**src/rtl/sweep_pkg.sv**
```systemverilog
`default_nettype none
// +--------------------------------------------------------------------+
// | sweep_pkg : shared types and defaults for the sweep controller     |
// | Rev 1.0                                                            |
// +--------------------------------------------------------------------+
package sweep_pkg;

  localparam int W_DEF     = 8;
  localparam int SW_DEF    = 4;
  // A sweep count of this value means run until stopped
  localparam int CONT_CODE = 0;

  typedef enum logic [1:0] {
    IDLE = 2'd0,
    LOAD = 2'd1,
    UP   = 2'd2,
    DOWN = 2'd3
  } state_e;

endpackage : sweep_pkg
`default_nettype wire

```
**src/rtl/sweep_ctrl.sv**
```systemverilog
`default_nettype none
// +--------------------------------------------------------------------+
// | sweep_ctrl : drives an external up/down counter as a triangle wave |
// | between captured bounds, for N sweeps or continuously.             |
// | Rev 1.0                                                            |
// +--------------------------------------------------------------------+
module sweep_ctrl
  import sweep_pkg::*;
#(
  parameter int W  = W_DEF,
  parameter int SW = SW_DEF
) (
  input  logic          clk,
  input  logic          clr,
  input  logic          start,
  input  logic          stop,
  input  logic [W-1:0]  lo,
  input  logic [W-1:0]  hi,
  input  logic [SW-1:0] cycles,
  input  logic [W-1:0]  count,
  output logic          ld,
  output logic [W-1:0]  d_in,
  output logic          mode,
  output logic          cnt_clr,
  output logic          busy,
  output logic          done,
  output logic          err
);

  state_e        state_q, state_d;
  logic [W-1:0]  lo_q, lo_d;
  logic [W-1:0]  hi_q, hi_d;
  logic [SW-1:0] cyc_q, cyc_d;
  logic [SW-1:0] sweep_n_q, sweep_n_d;
  logic          err_q, err_d;

  logic [SW-1:0] w_sweep_inc;
  logic          w_last_sweep;

  assign w_sweep_inc  = sweep_n_q + SW'(1);
  assign w_last_sweep = (cyc_q != SW'(CONT_CODE)) && (w_sweep_inc == cyc_q);
  assign err          = err_q;

  always_comb begin
    state_d   = state_q;
    lo_d      = lo_q;
    hi_d      = hi_q;
    cyc_d     = cyc_q;
    sweep_n_d = sweep_n_q;
    err_d     = err_q;
    ld        = 1'b0;
    d_in      = '0;
    mode      = 1'b0;
    cnt_clr   = 1'b0;
    busy      = 1'b0;
    done      = 1'b0;

    if (clr) begin
      cnt_clr = 1'b1;
    end else begin
      unique case (state_q)
        IDLE: begin
          // Reloading the counter with its own value freezes it
          ld   = 1'b1;
          d_in = count;
          if (!stop && start) begin
            if (lo >= hi) begin
              err_d = 1'b1;
            end else begin
              lo_d      = lo;
              hi_d      = hi;
              cyc_d     = cycles;
              err_d     = 1'b0;
              sweep_n_d = '0;
              state_d   = LOAD;
            end
          end
        end

        LOAD, UP, DOWN: begin
          busy = 1'b1;
          if (stop) begin
            ld        = 1'b1;
            d_in      = count;
            sweep_n_d = '0;
            state_d   = IDLE;
          end else if (state_q == LOAD) begin
            ld      = 1'b1;
            d_in    = lo_q;
            state_d = UP;
          end else if (state_q == UP) begin
            if (count == hi_q) begin
              mode    = 1'b0;
              state_d = DOWN;
            end else begin
              mode = 1'b1;
            end
          end else begin
            if (count == lo_q) begin
              if (w_last_sweep) begin
                ld      = 1'b1;
                d_in    = lo_q;
                done    = 1'b1;
                state_d = IDLE;
              end else begin
                mode      = 1'b1;
                sweep_n_d = w_sweep_inc;
                state_d   = UP;
              end
            end else begin
              mode = 1'b0;
            end
          end
        end

        default: state_d = IDLE;
      endcase
    end
  end

  always_ff @(posedge clk) begin
    if (clr) begin
      state_q   <= IDLE;
      lo_q      <= '0;
      hi_q      <= '0;
      cyc_q     <= '0;
      sweep_n_q <= '0;
      err_q     <= 1'b0;
    end else begin
      state_q   <= state_d;
      lo_q      <= lo_d;
      hi_q      <= hi_d;
      cyc_q     <= cyc_d;
      sweep_n_q <= sweep_n_d;
      err_q     <= err_d;
    end
  end

endmodule : sweep_ctrl
`default_nettype wire

```
**config.mk**
```make
export PLATFORM = sky130hd
export DESIGN_NAME = sweep_ctrl
export DESIGN_NICKNAME = d
export VERILOG_FILES = /design/src/rtl/sweep_pkg.sv /design/src/rtl/sweep_ctrl.sv
export SDC_FILE = /design/constraint.sdc
export NUM_CORES = 1
export LEC_CHECK = 0
export ABC_CLOCK_PERIOD_IN_PS = 2600
export BUFFER_PORTS_ARGS = -buffer_cell sky130_fd_sc_hd__buf_2
export CORE_AREA = 2 2 61 63
export DETAILED_ROUTE_END_ITERATION = 8
export DIE_AREA = 0 0 63 65
export PLACE_DENSITY_LB_ADDON = 0.05
export SYNTH_ARGS = -nofsm -noshare
export SYNTH_HDL_FRONTEND = slang
export SYNTH_SLANG_ARGS = --single-unit
```
**constraint.sdc**
```tcl
create_clock -name clk -period 2.6 [get_ports clk]
set_input_delay 0.13 -clock clk [delete_from_list [all_inputs] [get_ports clk]]
set_output_delay 0.13 -clock clk [all_outputs]
set_load 0.005 [all_outputs]
```
* After elaboration in Yosys (flattened, before gate mapping) *
Index checks and enable logic that the tools add are counted.

operators by class
  $add $sub $neg = 1
  multiply operators = 0
  divide/modulo/power cells = 0
  magnitude comparators = 1
  equality and inequality tests = 14
  shifts and indexed selects = 0
  multiplexer cells = 47
  bitwise logic cells = 1
  reduce and logical (&&, ||, !) cells = 10

operators with widths
  kind                                                                    count
  8-bit 2-to-1 mux                                                        6
  4-bit 2-to-1 mux                                                        7
  1-bit 2-to-1 mux                                                        22
  8-bit equality test                                                     2
  2-bit 2-to-1 mux                                                        8
  8-bit case mux with 2 select lines                                      1
  3-bit inequality test (second input constant)                           4
  5-bit inequality test (second input constant)                           2
  8-bit >= comparator                                                     1
  4-bit case mux with 2 select lines                                      1
  6-bit AND reduction                                                     1
  4-bit by 1-bit adder with 4-bit output (second input constant)          1
  2-bit equality test (second input constant)                             2
  4-bit equality test                                                     1
  2-bit inequality test (second input constant)                           2
  2-bit case mux with 2 select lines                                      1
  4-bit AND reduction                                                     1
  4-bit nonzero test                                                      1
  3-bit AND reduction                                                     1
  3-bit OR reduction                                                      1
  2-bit by 1-bit equality test with 1-bit output (second input constant)  1
  1-bit logical AND                                                       2
  2-bit zero test                                                         1
  1-bit case mux with 2 select lines                                      1
  other kinds (3)                                                         3

word-level totals
  register bits = 27
  bits in latches = 0
  RAM bits = 0
  ROM bits = 0
  input bits = 32
  output and inout bits = 14
  logic and storage cells = 80
  memories = 0

* Depth between registers and ports, before layout *
Gate-level depths: netlist of the first run.

  depth after elaboration = 10
  gate-level depth with buffers = 9
  mapped depth without buffers = 8

* Least setup slack after synthesis of the first run *
Ideal clock, no wire load.

  path kind = input -> register
  start point = in lo[0]
  end point = reg cyc_q[0]
  library setup time = 0.128 ns
  arrival time = 1.979 ns
  required time = 2.472 ns
  path slack = 0.493 ns
  stages = 9
  path buffers = 1
  path through = inv_1 -> ha_1 -> nand2b_4 -> a2111oi_4 -> o21ai_2 -> a2111oi_4 -> buf_6 -> mux2i_1 -> nor2_1

on the way
  longest elaborated chain between the ends = 3

RTL lines
  item                                  line               text
  start: declaration                    sweep_ctrl.sv:17   input logic [W-1:0] lo,
  8-bit >= comparator                   sweep_ctrl.sv:67   if (lo >= hi) begin
  1-bit inverter (no source line)       -
  3-bit AND reduction (no source line)  -
  end signal: assignment                sweep_ctrl.sv:133  cyc_q <= cyc_d;
  end: declaration                      sweep_ctrl.sv:33   logic [SW-1:0] cyc_q, cyc_d;

No other way between the ends.
A chain may end at the register's enable or synchronous reset.

* Worst setup path after layout of the first run *
  start point = reg sweep_n_q[2]
  end point = out d_in[6]

on the way
  longest elaborated chain between the ends = 10

RTL lines
  item                                    line               text
  start: declaration                      sweep_ctrl.sv:34   logic [SW-1:0] sweep_n_q, sweep_n_d;
  start signal: assignment                sweep_ctrl.sv:134  sweep_n_q <= sweep_n_d;
  4-bit by 1-bit adder with 4-bit output  sweep_ctrl.sv:40   assign w_sweep_inc = sweep_n_q + SW'(1);
  4-bit equality test                     sweep_ctrl.sv:41   assign w_last_sweep = (cyc_q != SW'(CONT_CODE)) && (w_sweep_inc == cyc_q);
  1-bit logical AND                       sweep_ctrl.sv:41
  8-bit 2-to-1 mux                        sweep_ctrl.sv:100  if (w_last_sweep) begin
  8-bit 2-to-1 mux                        sweep_ctrl.sv:99   if (count == lo_q) begin
  8-bit 2-to-1 mux                        sweep_ctrl.sv:91   end else if (state_q == UP) begin
  8-bit 2-to-1 mux                        sweep_ctrl.sv:87   end else if (state_q == LOAD) begin
  8-bit 2-to-1 mux                        sweep_ctrl.sv:82   if (stop) begin
  8-bit case mux with 2 select lines      sweep_ctrl.sv:61   unique case (state_q)
  8-bit 2-to-1 mux                        sweep_ctrl.sv:58   if (clr) begin
  end: declaration                        sweep_ctrl.sv:22   output logic [W-1:0] d_in,

No other way between the ends.

==> results_dict.tcl, run 1 <==
set metrics [dict create \
    antenna_left 0 \
    drt-vias-per-instance 5.260 \
    yosysWarnings 0 \
    fin_skew_ns 0.008242 \
    cp_slowest_cell "mux2_2" \
    grt_max_degree 31 \
    finalSetupViolCount 0 \
    clockBufferDepth 2 \
    cts.sinks 27 \
    syn_inst 189 \
    fmax_mhz 403.3 \
    final_util_pct 58.05 \
    drtIter0Drc 114 \
    finalHoldViolations 0 \
    wire_per_inst_um 14.04 \
    syn_nets 230 \
    die_h_um 65 \
    ys_seq_elements 27 \
    rsz0062_at_grt "no" \
    grt_usage_pct 19.64 \
    grt_pass1_vias 1297 \
    slowest_delay_ns 0.38 \
    grt_pass1_wl_mm 6.230 \
    dpl_worst_slack_ns 0.3256 \
    n_fill_cell 358 \
    worst_slew_pin_slew_ns 0.6864 \
    cp-start-kind "register" \
    layout-drive-gt1-share_pct 27.47 \
    std_cell_rows 22 \
    cts_buffers 3 \
    ys_seq_area_share_pct 31.53 \
    dp_cells 276 \
    insertion_delay_ns 0.33 \
    status "finished clean" \
    coreArea_um2 3496 \
    critPathCaptureType "output pin" \
    overflow 0 \
    maxSlewViolCount 0 \
    synthTopCellsByArea "dfxtp_1 32%, mux2i_1 12%, xor2_1 8.7%" \
    avgSynthCellArea_um2 9.070 \
    setup_ws_ns 0.1202 \
    cellPowerDensity_nw_per_um2 404.1 \
    gp_congestion 0.8224 \
    yosysTopAreaCell "dfxtp_1" \
    synth_edf_count 0 \
    synth.distinct_cells 39 \
    layout_min_cycle_time_ns 2.480 \
    ys_async_sr_fraction_pct 0 \
    remaining_drc_errors 0 \
    area_delta_synth_final_pct 18.39 \
    wirelength_mm 3.944 \
    final_cells 281 \
    grt_antenna_before_repair 0 \
    dieArea_um2 4095 \
    synth_top_area_share_pct 31.53 \
    die_w_um 63 \
    path_cells "and3_1, xnor2_1, mux2_2, and3b_1, o211a_4, a22o_1, buf_2" \
    synth_area_um2 1714 \
    pin_count 46 \
    vias 1478 \
    leakagePower_nw 0.9835 \
    port_buffers 45 \
    slew_headroom_pct 54.07 \
    h-tree-depth 1 \
    drv_cap 0 \
    cts_tree "done" \
    hp-class "in2reg" \
    period_share_pct 95.38 \
    n_antenna_cell 0 \
    start_util_pct 49.03 \
    detailed_place_hpwl_mm 3.042 \
    cts_root_buffer "clkbuf_4" \
    firstDrtPassIters 4 \
    required_ns 2.47 \
    nets 275 \
    path_max_fanout 8 \
    finalSetupTns_ns 0 \
    synth-main-ff-cell "dfxtp_1" \
    crit_type "reg2out" \
    ir_drop_mv 0.2088 \
    worst_ep_arrival_time_ns 2.35 \
    path_clk_slew_ns 0.14 \
]
-- logic make-up after synthesis --
family	Yosys count	share of synthesized area, %
AND/OR/NAND/NOR	58	15.77
AO/OA/AOI/OAI	33	17.23
flip-flops	27	31.53
multiplexers	22	12.92
XOR/XNOR	21	10.73
buffers and inverters	19	5.255
adder cells (fa/ha/maj)	9	6.569
-- layout by cell type, fill, tap and decap left out, types with 2 or more instances in the layout --
cell type  count
a2111oi_4      2
a211o_1        2
a21oi_1        5
a22o_1         8
a31oi_1        2
and3_1         3
buf_2         45
buf_4          3
clkbuf_4       3
dfxtp_1       25
ha_1           9
inv_1         11
mux2i_1       21
nand2_1        7
nor2_1        33
nor3_1         4
nor4_1         3
nor4_2         2
o21ai_0        2
xnor2_1        4
xor2_1        17
-- synthesized netlist by cell type, types with 2 or more instances --
master / count
a2111oi_4: 2
a211o_1: 2
a21oi_1: 5
a22o_1: 8
a31oi_1: 2
and3_1: 3
buf_6: 2
clkbuf_1: 4
dfxtp_1: 27
ha_1: 9
inv_1: 11
mux2i_1: 21
nand2_1: 7
nor2_1: 33
nor3_1: 5
nor4_1: 5
o21ai_0: 2
xnor2_1: 4
xor2_1: 17
-- critical path, delay by kind of cell (launching register included) --
family	cells	cell delay [ns]
muxes	1	0.38
and+or+nand+nor	2	0.44
DFF	1	0.37
AOI/OAI and AO/OA	2	0.54
xor gates and xnor gates	1	0.18
buffers and inverters	1	0.12
-- report_power, final --
part / internal, mW / leakage, nW / total [mW] / switching [mW]
Combinational: 0.0896 / 0.748 / 0.188 / 0.0987
Clock: 0.0601 / 0.0150 / 0.186 / 0.126
Sequential: 0.429 / 0.221 / 0.446 / 0.0161
-- stage by stage --
stage | cell area (um2) | hold WS, ns | power [mW]
finish | 2029 | 0.03633 | 0.8201
global route | 2029 | 0.02783 | 0.8666
CTS | 1998 | 0.02834 | 0.8274
detailed placement | 1966 | 0.3782 | 0.6388
global placement | 1966 | 0.3641 | 0.6349
floorplan | 1714 | 0.2772 | 0.5730
-- metal layers --
metal	wire (um)	share of wire (%)	vias to the layer above	global-route usage, %
met5	0	0	-	0
met4	46	1.2	0	6.667
met3	188	4.8	4	2.778
met2	1781	45	44	30.32
met1	1926	49	675	27.97
li1	-	-	755	-
-- final timing paths --
check / from / to / slack (ns) / depth (start not counted)
setup reg to reg: sweep_n_q[0] / sweep_n_q[1] / 0.47 / 8
hold reg to reg: sweep_n_q[0] / sweep_n_q[0] / 0.52 / 1
hold / removal: cycles[0] / cyc_q[0] / 0.04 / 3
setup / recovery: sweep_n_q[2] / d_in[6] / 0.12 / 7
-- final cells by class --
class | count | area (um2) | share of cell area, %
inverter | 11 | 41.29 | 2.035
multi-input combinational | 143 | 1109 | 54.62
timing repair buffer | 48 | 247.7 | 12.21
tap | 48 | 60.06 | 2.959
sequential | 27 | 545.5 | 26.88
clock buffer | 4 | 26.28 | 1.295
-- registers in the layout, summed over array words and instances (netlist names) --
name       flops
cyc_q          4
err            1
hi_q           8
lo_q           8
state_q        2
sweep_n_q      4
-- repair_timing --
action	CTS	global route
endpoints found under the setup margin	8	8
gates cloned	0	0
setup buffers	0	1
pin swaps	0	1
resized for setup	2	5
hold buffers	0	0
(Power assumes the default switching activity.)
==> run 2, diff against run 1 <==
--- a/config.mk
+++ b/config.mk
@@ -10,7 +10,7 @@
 export CORE_AREA = 2 2 61 63
 export DETAILED_ROUTE_END_ITERATION = 8
 export DIE_AREA = 0 0 63 65
-export PLACE_DENSITY_LB_ADDON = 0.05
+export PLACE_DENSITY = 0.73
 export SYNTH_ARGS = -nofsm -noshare
 export SYNTH_HDL_FRONTEND = slang
 export SYNTH_SLANG_ARGS = --single-unit
==> results_dict.tcl, run 2 (synthesis results as in run 1) <==
set metrics [dict create \
    status "finished clean" \
    crit_type "reg2out" \
    area_delta_synth_final_pct 18.25 \
    post-cts-setup-buffers 0 \
    cp_slowest_cell "dfxtp_2" \
    hp-class "in2reg" \
    gp_congestion 0.7998 \
    layout_min_cycle_time_ns 2.490 \
    stdcell_area_um2 2027 \
    firstDrtPassIters 4 \
    grt_pass1_wl_mm 6.078 \
    required_ns 2.47 \
    die_w_um 63 \
    wire_per_inst_um 12.84 \
    crit_family "compound AO/OA/AOI/OAI gates" \
    grt_antenna_before_repair 0 \
    h-tree-depth 1 \
    pin_count 46 \
    p_int_mw 0.5766 \
    drt-vias-per-instance 5.189 \
    clkPwrFrac_pct 23.2 \
    ir_drop_mv 0.2771 \
    insertion_delay_ns 0.34 \
    grt_pass1_vias 1392 \
    slew_headroom_pct 57.11 \
    layout_common_cells "45 x buf_2, 33 x nor2_1, 25 x dfxtp_1, 21 x mux2i_1, 17 x xor2_1" \
    period_share_pct 95.76 \
    met3_length_um 127 \
    worst_ep_arrival_time_ns 2.36 \
    start_util_pct 49.03 \
    finalSetupViolCount 0 \
    placed_area_um2 1966 \
    fin_skew_ns 0.004269 \
    reg_top3 "hi_q: 8 flops, lo_q: 8 flops" \
    clockBufferDepth 2 \
    antenna_left 0 \
    coreArea_um2 3496 \
    path_max_fanout 8 \
    p_comb_share_pct 22.4 \
    finalHoldViolations 0 \
    grt_max_degree 31 \
    cts_buffers 3 \
    std_cell_rows 22 \
    critPathCaptureType "output pin" \
    port_buffers 45 \
    fmax_mhz 401.7 \
    drtIter0Drc 50 \
    vias 1458 \
    dr.max_layer_used "met4" \
    grt_usage_pct 18.73 \
    cts.sinks 27 \
    cts_root_buffer "clkbuf_4" \
    slowest_delay_ns 0.40 \
    dieArea_um2 4095 \
    layout-drive-gt1-share_pct 27.04 \
    worst_slew_pin_slew_ns 0.6410 \
    wl_met1_mm 1.577 \
    nets 275 \
    remaining_drc_errors 0 \
    leakagePower_nw 0.9846 \
    path_clk_slew_ns 0.15 \
    path_cells "and3_1, xnor2_1, mux2_2, and3b_1, o211a_4, a22o_1, buf_2" \
    overflow 0 \
    wirelength_mm 3.607 \
    maxSlewViolCount 0 \
    detailed_place_hpwl_mm 2.799 \
    p_switching_mw 0.2412 \
    final_common_cell "buf_2" \
    drv_cap 0 \
    cp.buffers_inverters 1 \
    finalSetupTns_ns 0 \
    die_h_um 65 \
    swShare_pct 29.50 \
    cellPowerDensity_nw_per_um2 403.5 \
    met2_length_mm 1.851 \
    cp-start-kind "register" \
    rsz0062_at_grt "no" \
    n_antenna_cell 0 \
    pwr-share-seq_pct 54.4 \
    cts_tree "done" \
]
-- run 2: layout make-up --
cell class,instances,area (um2)
timing repair buffer,48,250.2
multi-input combinational,143,1102
clock buffer,3,22.52
inverter,11,41.29
tap,48,60.06
fill,346,1469
clock inverter,1,5.005
sequential,27,545.5
-- run 2: worst min-delay path, cell delays in order --
cell and delay (ns):
buf_2 0.08, mux2i_1 0.05, nor2_1 0.07
-- run 2: layer usage --
metal	global-route usage, %	vias to the layer above
met4	7.778	0
met3	1.910	5
met5	0	-
li1	-	753
met2	34.18	27
met1	22.34	673
-- run 2: timing repair --
action,4_1_cts,5_1_grt
endpoints found under the hold margin,0,1
resized for setup,3,3
endpoints found under the setup margin,8,8
hold buffers,0,1
-- run 2: final timing paths --
| check | slack [ns] | endpoint | cells after the start | start |
|---|---|---|---|---|
| max reg2reg | 0.56 | sweep_n_q[1] | 6 | sweep_n_q[2] |
| min reg2reg | 0.52 | sweep_n_q[1] | 1 | sweep_n_q[1] |
| min | 0.02 | cyc_q[0] | 3 | cycles[0] |
| max | 0.11 | d_in[4] | 7 | sweep_n_q[2] |
-- run 2: metrics by stage --
stage | total power [mW] | hold slack [ns] | instances | setup WS (ns) | utilization [%]
3_5_place_dp | 0.6362 | 0.3758 | 276 | 0.2579 | 56.23
4_1_cts | 0.8275 | 0.01060 | 280 | 0.02574 | 57.23
2_1_floorplan | 0.5730 | 0.2772 | 189 | 0.4932 | -
6_report | 0.8178 | 0.01863 | 281 | 0.1103 | 57.98
5_1_grt | 0.8703 | 0.01473 | 281 | 0.03379 | 57.98
3_3_place_gp | 0.6352 | 0.3667 | 276 | 0.3240 | 56.23
-- run 2: power by group through the flow --
stage / logic (mW) / clock network [mW] / registers, mW
final: 0.183 / 0.190 / 0.445
after global routing: 0.206 / 0.217 / 0.447
after CTS: 0.183 / 0.199 / 0.446
after detailed placement: 0.182 / 0 / 0.454
after global placement: 0.181 / 0 / 0.454
after floorplan: 0.123 / 0 / 0.450
